File: src/rtl/pg_gen_stage.sv
// pg_gen_stage: registered propagate/generate pre-processing stage for the
// prefix adder. Computes P = A^B and G = A&B, folding the carry-in into
// bit 0's generate term. A two-entry skid buffer decouples in_ready from
// out_ready while keeping strict FIFO order.
module pg_gen_stage #(
   parameter int WIDTH = 16
) (
   input  logic             clk,
   input  logic             rst,
   input  logic             in_valid,
   output logic             in_ready,
   input  logic [WIDTH-1:0] a,
   input  logic [WIDTH-1:0] b,
   input  logic             cin,
   output logic             out_valid,
   input  logic             out_ready,
   output logic [WIDTH-1:0] p,
   output logic [WIDTH-1:0] g,
   output logic             cin_o
);

   // Occupancy states of the two-entry buffer
   localparam logic [1:0] ST_EMPTY = 2'd0;
   localparam logic [1:0] ST_ONE   = 2'd1;
   localparam logic [1:0] ST_FULL  = 2'd2;

   // Packed vector layout: {p, g, cin}
   localparam int VW = 2 * WIDTH + 1;

   // Propagate/generate with the carry-in folded into bit 0's generate
   function automatic logic [VW-1:0] calc_pg(
      input logic [WIDTH-1:0] a_i,
      input logic [WIDTH-1:0] b_i,
      input logic             c_i
   );
      logic [WIDTH-1:0] p_v;
      logic [WIDTH-1:0] g_v;
      p_v    = a_i ^ b_i;
      g_v    = a_i & b_i;
      g_v[0] = g_v[0] | (p_v[0] & c_i);
      return {p_v, g_v, c_i};
   endfunction

   logic [1:0]    state_d;
   logic [1:0]    state_q;
   logic [VW-1:0] main_d;
   logic [VW-1:0] main_q;
   logic [VW-1:0] skid_d;
   logic [VW-1:0] skid_q;
   logic [VW-1:0] in_vec_s;
   logic          accept_s;
   logic          pop_s;

   // in_ready depends only on reset and occupancy, never on out_ready
   assign in_ready  = ~rst & (state_q != ST_FULL);
   assign out_valid = (state_q != ST_EMPTY);
   assign accept_s  = in_valid & in_ready;
   assign pop_s     = out_valid & out_ready;
   assign in_vec_s  = calc_pg(a, b, cin);

   // The main register always holds the oldest vector and drives the outputs
   assign p     = main_q[VW-1:WIDTH+1];
   assign g     = main_q[WIDTH:1];
   assign cin_o = main_q[0];

   // Next-state and data-movement logic for the skid buffer
   always_comb begin
      state_d = state_q;
      main_d  = main_q;
      skid_d  = skid_q;
      case (state_q)
         ST_EMPTY: begin
            if (accept_s) begin
               state_d = ST_ONE;
               main_d  = in_vec_s;
            end else begin
               state_d = ST_EMPTY;
            end
         end
         ST_ONE: begin
            if (accept_s && pop_s) begin
               state_d = ST_ONE;
               main_d  = in_vec_s;
            end else if (accept_s) begin
               state_d = ST_FULL;
               skid_d  = in_vec_s;
            end else if (pop_s) begin
               state_d = ST_EMPTY;
            end else begin
               state_d = ST_ONE;
            end
         end
         ST_FULL: begin
            // in_ready is low here, so only a pop can move data
            if (pop_s) begin
               state_d = ST_ONE;
               main_d  = skid_q;
            end else begin
               state_d = ST_FULL;
            end
         end
         default: begin
            // Unused encoding: recover to empty and drop contents
            state_d = ST_EMPTY;
            main_d  = {VW{1'b0}};
            skid_d  = {VW{1'b0}};
         end
      endcase
   end

   // State and data registers with synchronous reset clearing all contents
   always_ff @(posedge clk) begin
      if (rst) begin
         state_q <= ST_EMPTY;
         main_q  <= {VW{1'b0}};
         skid_q  <= {VW{1'b0}};
      end else begin
         state_q <= state_d;
         main_q  <= main_d;
         skid_q  <= skid_d;
      end
   end

endmodule

File: config.mk
export PLATFORM = sky130hd
export DESIGN_NAME = pg_gen_stage
export DESIGN_NICKNAME = d
export VERILOG_FILES = /design/src/rtl/pg_gen_stage.sv
export SDC_FILE = /design/constraint.sdc
export NUM_CORES = 1
export LEC_CHECK = 0
export BUFFER_PORTS_ARGS = -buffer_cell sky130_fd_sc_hd__buf_2
export CELL_PAD_IN_SITES_DETAIL_PLACEMENT = 0
export CELL_PAD_IN_SITES_GLOBAL_PLACEMENT = 1
export CORE_ASPECT_RATIO = 0.5
export CORE_MARGIN = 2
export CORE_UTILIZATION = 42
export DETAILED_ROUTE_END_ITERATION = 10
export PLACE_DENSITY_LB_ADDON = 0.1
export SKIP_LAST_GASP = 1
export SYNTH_ARGS = -nofsm -noshare
export SYNTH_HDL_FRONTEND = slang
export SYNTH_SLANG_ARGS = --single-unit
File: constraint.sdc
create_clock -name clk -period 3.2 [get_ports clk]
set_clock_uncertainty 0.15 [all_clocks]
set_input_delay 0.96 -clock clk [delete_from_list [all_inputs] [get_ports clk]]
set_output_delay 0.96 -clock clk [all_outputs]
set_load 0.03 [all_outputs]
==> flow_summary.toml, run 1 <==
[timing]
setup_tns_ps = 0
rsz0062_at_grt = "false"
fmax_mhz = 366
finalCriticalPeriod_ps = 2730
drv_slew = 0
hold_violations = 0
setup_viol = 0
slew_headroom_pct = 31.6
setup_ws_ps = 470
whs_ps = 321
worstMarginPinSlew_ps = 1030
post-route-period-util_pct = 85.3

[logic_synthesis]
syn_area_mm2 = 0.00371
synth_fp_nets = 458
synth_area_leaders = "dfxtp_1 (37%), mux2_4 (12%), o32ai_1 (7.8%)"
ys_seq_area_share_pct = 36.6
synthDistinctLibCells = 26
yosys_register_bits = 68
yosysWarnings = 0
postSynthAreaPerCell_um2 = 9.22
synthDominantCellAreaShare_pct = 36.6
synth_top_area_cell = "dfxtp_1"
synth_cells = 403

[floorplanning]
die_width_um = 137
row_count = 24
die_y_um = 70.5
boundaryPins = 72
start_util_pct = 43.0
core_mm2 = 0.00865
die_area_mm2 = 0.00966

[critical_path]
cp_data_arrival_time_ps = 2800
crit_path_start = "state_q[1]"
reg2regPathDepth = 8
critPathKind = "reg2reg"
r2r_slack_ps = 470
crit_end = "main_q[26]"
startpoint_type = "flop"
r2r-start = "state_q[1]"
crit_path_end_kind = "flop"
required_ps = 3270
r2r-end = "main_q[26]"
cp_max_fo = 33

[detailed_routing]
drt-initial-drc-count = 192
firstDrtPassIters = 4
drc_errors = 0
wl_per_cell_um = 15.7
totalWireLength_mm = 9.15
num_vias = 2914
antenna_left = 0
via_per_inst = 5.02

[placement]
gp_congestion = 0.722
dpl_cell_area_mm2 = 0.00412
hpwl_mm = 5.79
pre_cts_slack_ps = 230
dp.cells = 565
numPortBuffers = 71

[clocking]
numCtsBuffers = 9
cts_hold_buf = 0
cts_sinks = 68
h-tree-depth = 3
cts-root-buf = "clkbuf_16"
cts_buffer_depth = 2
cts_tree = "done"
cts_setup_buffers = 0
clkTransAtPathRegs_ps = 50
insertion_delay_ps = 330
cts_resized = 0

[global_routing]
track_usage_pct = 19.9
globalRoute.totalOverflow = 0
grt_pass1_vias = 2939
antenna_found_initial = 0
grt_max_degree = 100
grt_pass1_wl_mm = 14.7

[layout]
area_growth_syn_to_layout_pct = 18.5
most-common-layout-cells = "buf_2 (70), inv_1 (67), dfxtp_1 (67)"
nets = 514
drive_above_1_share_pct = 27.2
mostFrequentLayoutCell = "buf_2"
fin_cells = 581
antennaDiodeCount = 0
final_cell_area_mm2 = 0.00440

[min_path]
holdCritPathClass = "reg2reg"
hold_start = "skid_q[17]"

[power]
p_leak_nw = 1.97
p_per_area_mw_per_mm2 = 507
peakVddDrop_mv = 0.283

[flow_run]
maxCapViolCount = 0

[run_status]
status = "finished clean"
[cell families (layout without fill, tap and decap cells)]
kind of cell    count (synthesis)  in the layout  share of synthesized area (%)
flops                          68             68                           36.6
fa+ha+maj                      18             18                           6.06
simple gates                  110            110                           19.6
compound gates                 73             73                           13.6
mux                            34             34                           13.2
buf+inv                       100            161                           10.9
[worst max-delay path, cell delays in order, from the launching register on]
cell	delay (ps)
dfxtp_2	360
buf_4	280
and2b_1	260
nor3b_1	100
ha_1	220
a21oi_1	150
a22o_2	140
buf_4	520
mux2_2	400
[final cells by class]
class	count	area [µm²]
Clock buffer	15	278
Clock inverter	1	5.00
Fill cell	829	4250
Inverter	67	251
Multi-Input combinational cell	235	1950
Sequential cell	68	1360
Tap cell	117	146
Timing Repair Buffer	78	410
[per-layer routing]
layer | global-route usage [%] | up-vias | share of wire [%]
li1 | - | 1465 | -
met1 | 27.5 | 1380 | 50
met2 | 30.2 | 57 | 43
met3 | 5.23 | 12 | 5.8
met4 | 6.53 | 0 | 1.2
met5 | 0 | - | 0
[worst min path at each step]
stage | endpoint | slack [ps] | depth (start not counted)
3_5_place_dp | skid_q[17] | 320 | 2
5_1_grt | skid_q[13] | 340 | 2
2_1_floorplan | skid_q[17] | 300 | 2
6_report | skid_q[17] | 320 | 2
3_3_place_gp | skid_q[11] | 310 | 2
4_1_cts | skid_q[14] | 320 | 2
[report_power, final]
group	switching [mW]	total [mW]	internal, mW
Combinational	0.217	0.379	0.161
Sequential	0.0230	0.914	0.891
Clock	0.351	0.939	0.588
Total	0.592	2.23	1.64
[synth_stat cells]
| cell | instances |
|---|---|
| nor3b_1 | 2 |
| buf_1 | 4 |
| nor2_1 | 2 |
| mux2_2 | 3 |
| mux2_4 | 29 |
| buf_2 | 1 |
| dfxtp_1 | 68 |
| or2_2 | 1 |
| mux2i_1 | 2 |
| buf_6 | 4 |
| nor2b_1 | 33 |
| a22o_1 | 1 |
| o32ai_1 | 33 |
| nand2b_1 | 34 |
| and2b_1 | 1 |
| nand2_1 | 2 |
| or3b_1 | 1 |
| o21a_1 | 1 |
| a211o_1 | 1 |
| nand3b_1 | 34 |
| clkbuf_1 | 24 |
| a211oi_1 | 1 |
| inv_1 | 67 |
| a21oi_1 | 35 |
| a2bb2oi_1 | 1 |
| ha_1 | 18 |
[registers in the layout, summed over array words and instances, names as in the netlist]
signal and cells:
state_q 2, skid_q 33, main_q 33
[metrics by stage]
step           utilization, %  power [mW]
6_report                 50.9        2.23
5_1_grt                  50.9        2.34
4_1_cts                  50.9        2.25
3_3_place_gp             47.6        1.31
2_1_floorplan               -        1.21
3_5_place_dp             47.6        1.31
No activity file was read; power rests on OpenSTA's default activity.
==> run 2, diff against run 1 <==
- CELL_PAD_IN_SITES_DETAIL_PLACEMENT: 0 -> 1
==> flow_summary.toml, run 2 (synthesis gave the netlist of run 1 again) <==
[critical_path]
r2r_slack_ps = 480
crit_path_start = "state_q[1]"
r2r-start = "state_q[1]"
cpMostUsedCell = "buf_4"
crit_cells = 8
cp.buffers_inverters = 2
required_ps = 3270
cp_slowest_cell = "buf_4"
path_delay_family = "buffers and inverters"
crit_path_end_kind = "flop"
cp_max_fo = 33
startpoint_type = "flop"
reg2regPathDepth = 8
critPathKind = "reg2reg"
cp_data_arrival_time_ps = 2790
crit_chain = "buf_4 > and2b_1 > nor3b_1 > ha_1 > a21oi_1 > a22o_2 > buf_4 > mux2_2"
slowest_delay_ps = 530

[floorplanning]
row_count = 24
core_mm2 = 0.00865
die_width_um = 137
die_y_um = 70.5
boundaryPins = 72
start_util_pct = 43.0
die_area_mm2 = 0.00966

[global_routing]
globalRoute.totalOverflow = 0
grt_pass1_vias = 3084
antenna_found_initial = 0
grt_max_degree = 100
track_usage_pct = 21.1
grt_pass1_wl_mm = 15.6

[detailed_routing]
antenna_left = 0
firstDrtPassIters = 4
num_vias = 2973
drt-initial-drc-count = 156
wl_per_cell_um = 16.6
via_per_inst = 5.12
totalWireLength_mm = 9.65
drc_errors = 0

[clocking]
cts_sinks = 68
cts_setup_buffers = 0
cts_buffer_depth = 2
cts_hold_buf = 0
cts_resized = 0
numCtsBuffers = 9
cts_tree = "done"
clkTransAtPathRegs_ps = 60
insertion_delay_ps = 330
cts-root-buf = "clkbuf_16"
h-tree-depth = 3

[flow_run]
maxCapViolCount = 0

[min_path]
holdCritPathClass = "reg2reg"
hold_depth = 2
hold_start = "skid_q[12]"

[power]
peakVddDrop_mv = 0.273
p_per_area_mw_per_mm2 = 532
p_leak_nw = 1.99

[run_status]
status = "finished clean"

[timing]
whs_ps = 322
setup_viol = 0
hold_violations = 0
fmax_mhz = 367
setup_tns_ps = 0
post-route-period-util_pct = 85.1
worstMarginPinSlew_ps = 1010
drv_slew = 0
slew_headroom_pct = 33.0
setup_ws_ps = 477
finalCriticalPeriod_ps = 2720
rsz0062_at_grt = "false"

[layout]
mostFrequentLayoutCell = "buf_2"
antennaDiodeCount = 0
fin_cells = 581
area_growth_syn_to_layout_pct = 19.4
most-common-layout-cells = "buf_2 (70), inv_1 (67), dfxtp_1 (67)"
nets = 514
top_regs = "main_q x33, skid_q x33, state_q x2"
drive_above_1_share_pct = 27.6
fin_util_pct = 51.3

[placement]
pre_cts_slack_ps = 224
gp_congestion = 0.722
dp.cells = 565
hpwl_mm = 6.41
numPortBuffers = 71
run 2: cell count changes in the layout (fill, tap and decap cells not counted):
cell	before	now
clkbuf_8	3	1
bufinv_16	0	2
clkbuf_1	3	1
clkinv_2	1	3
run 2: final timing paths:
| path | to |
|---|---|
| setup / recovery | main_q[26] |
| hold / removal | skid_q[12] |
| setup reg to reg | main_q[26] |
| hold reg to reg | skid_q[12] |
run 2: metrics by stage:
step / area, µm² / total power [mW]
CTS: 4440 / 2.39
floorplan: 3710 / 1.21
global route: 4440 / 2.46
finish: 4440 / 2.36
global placement: 4120 / 1.31
detailed placement: 4120 / 1.32
run 2: power by group:
| part | internal, mW | switching, mW | total, mW | leakage (nW) |
|---|---|---|---|---|
| Sequential | 0.891 | 0.0252 | 0.916 | 0.553 |
| Clock | 0.699 | 0.362 | 1.06 | 0.159 |
| Combinational | 0.162 | 0.220 | 0.381 | 1.28 |
| Total | 1.75 | 0.607 | 2.36 | 1.99 |
run 2: area by class of cell:
class / count / area, µm²
Fill cell: 1015 / 4210
Multi-Input combinational cell: 235 / 1950
Clock buffer: 11 / 243
Inverter: 67 / 251
Clock inverter: 5 / 75.1
Timing Repair Buffer: 78 / 410
Tap cell: 117 / 146
Sequential cell: 68 / 1360
run 2: worst reg2reg max path, delay by kind of cell, from the launching register on:
kind	cells	cell delay [ps]
adders and majority gates	1	220
AOI/OAI and AO/OA	2	290
and+or+nand+nor	2	360
DFF	1	360
muxes	1	430
buffers and inverters	2	810
run 2: per-layer routing:
layer / track usage [%] / routed length, µm / vias to the layer above
li1: - / - / 1463
met1: 28.9 / 4830 / 1454
met2: 33.3 / 4400 / 54
met3: 6.03 / 402 / 2
met4: 4.58 / 23 / 0
met5: 0 / 0 / -
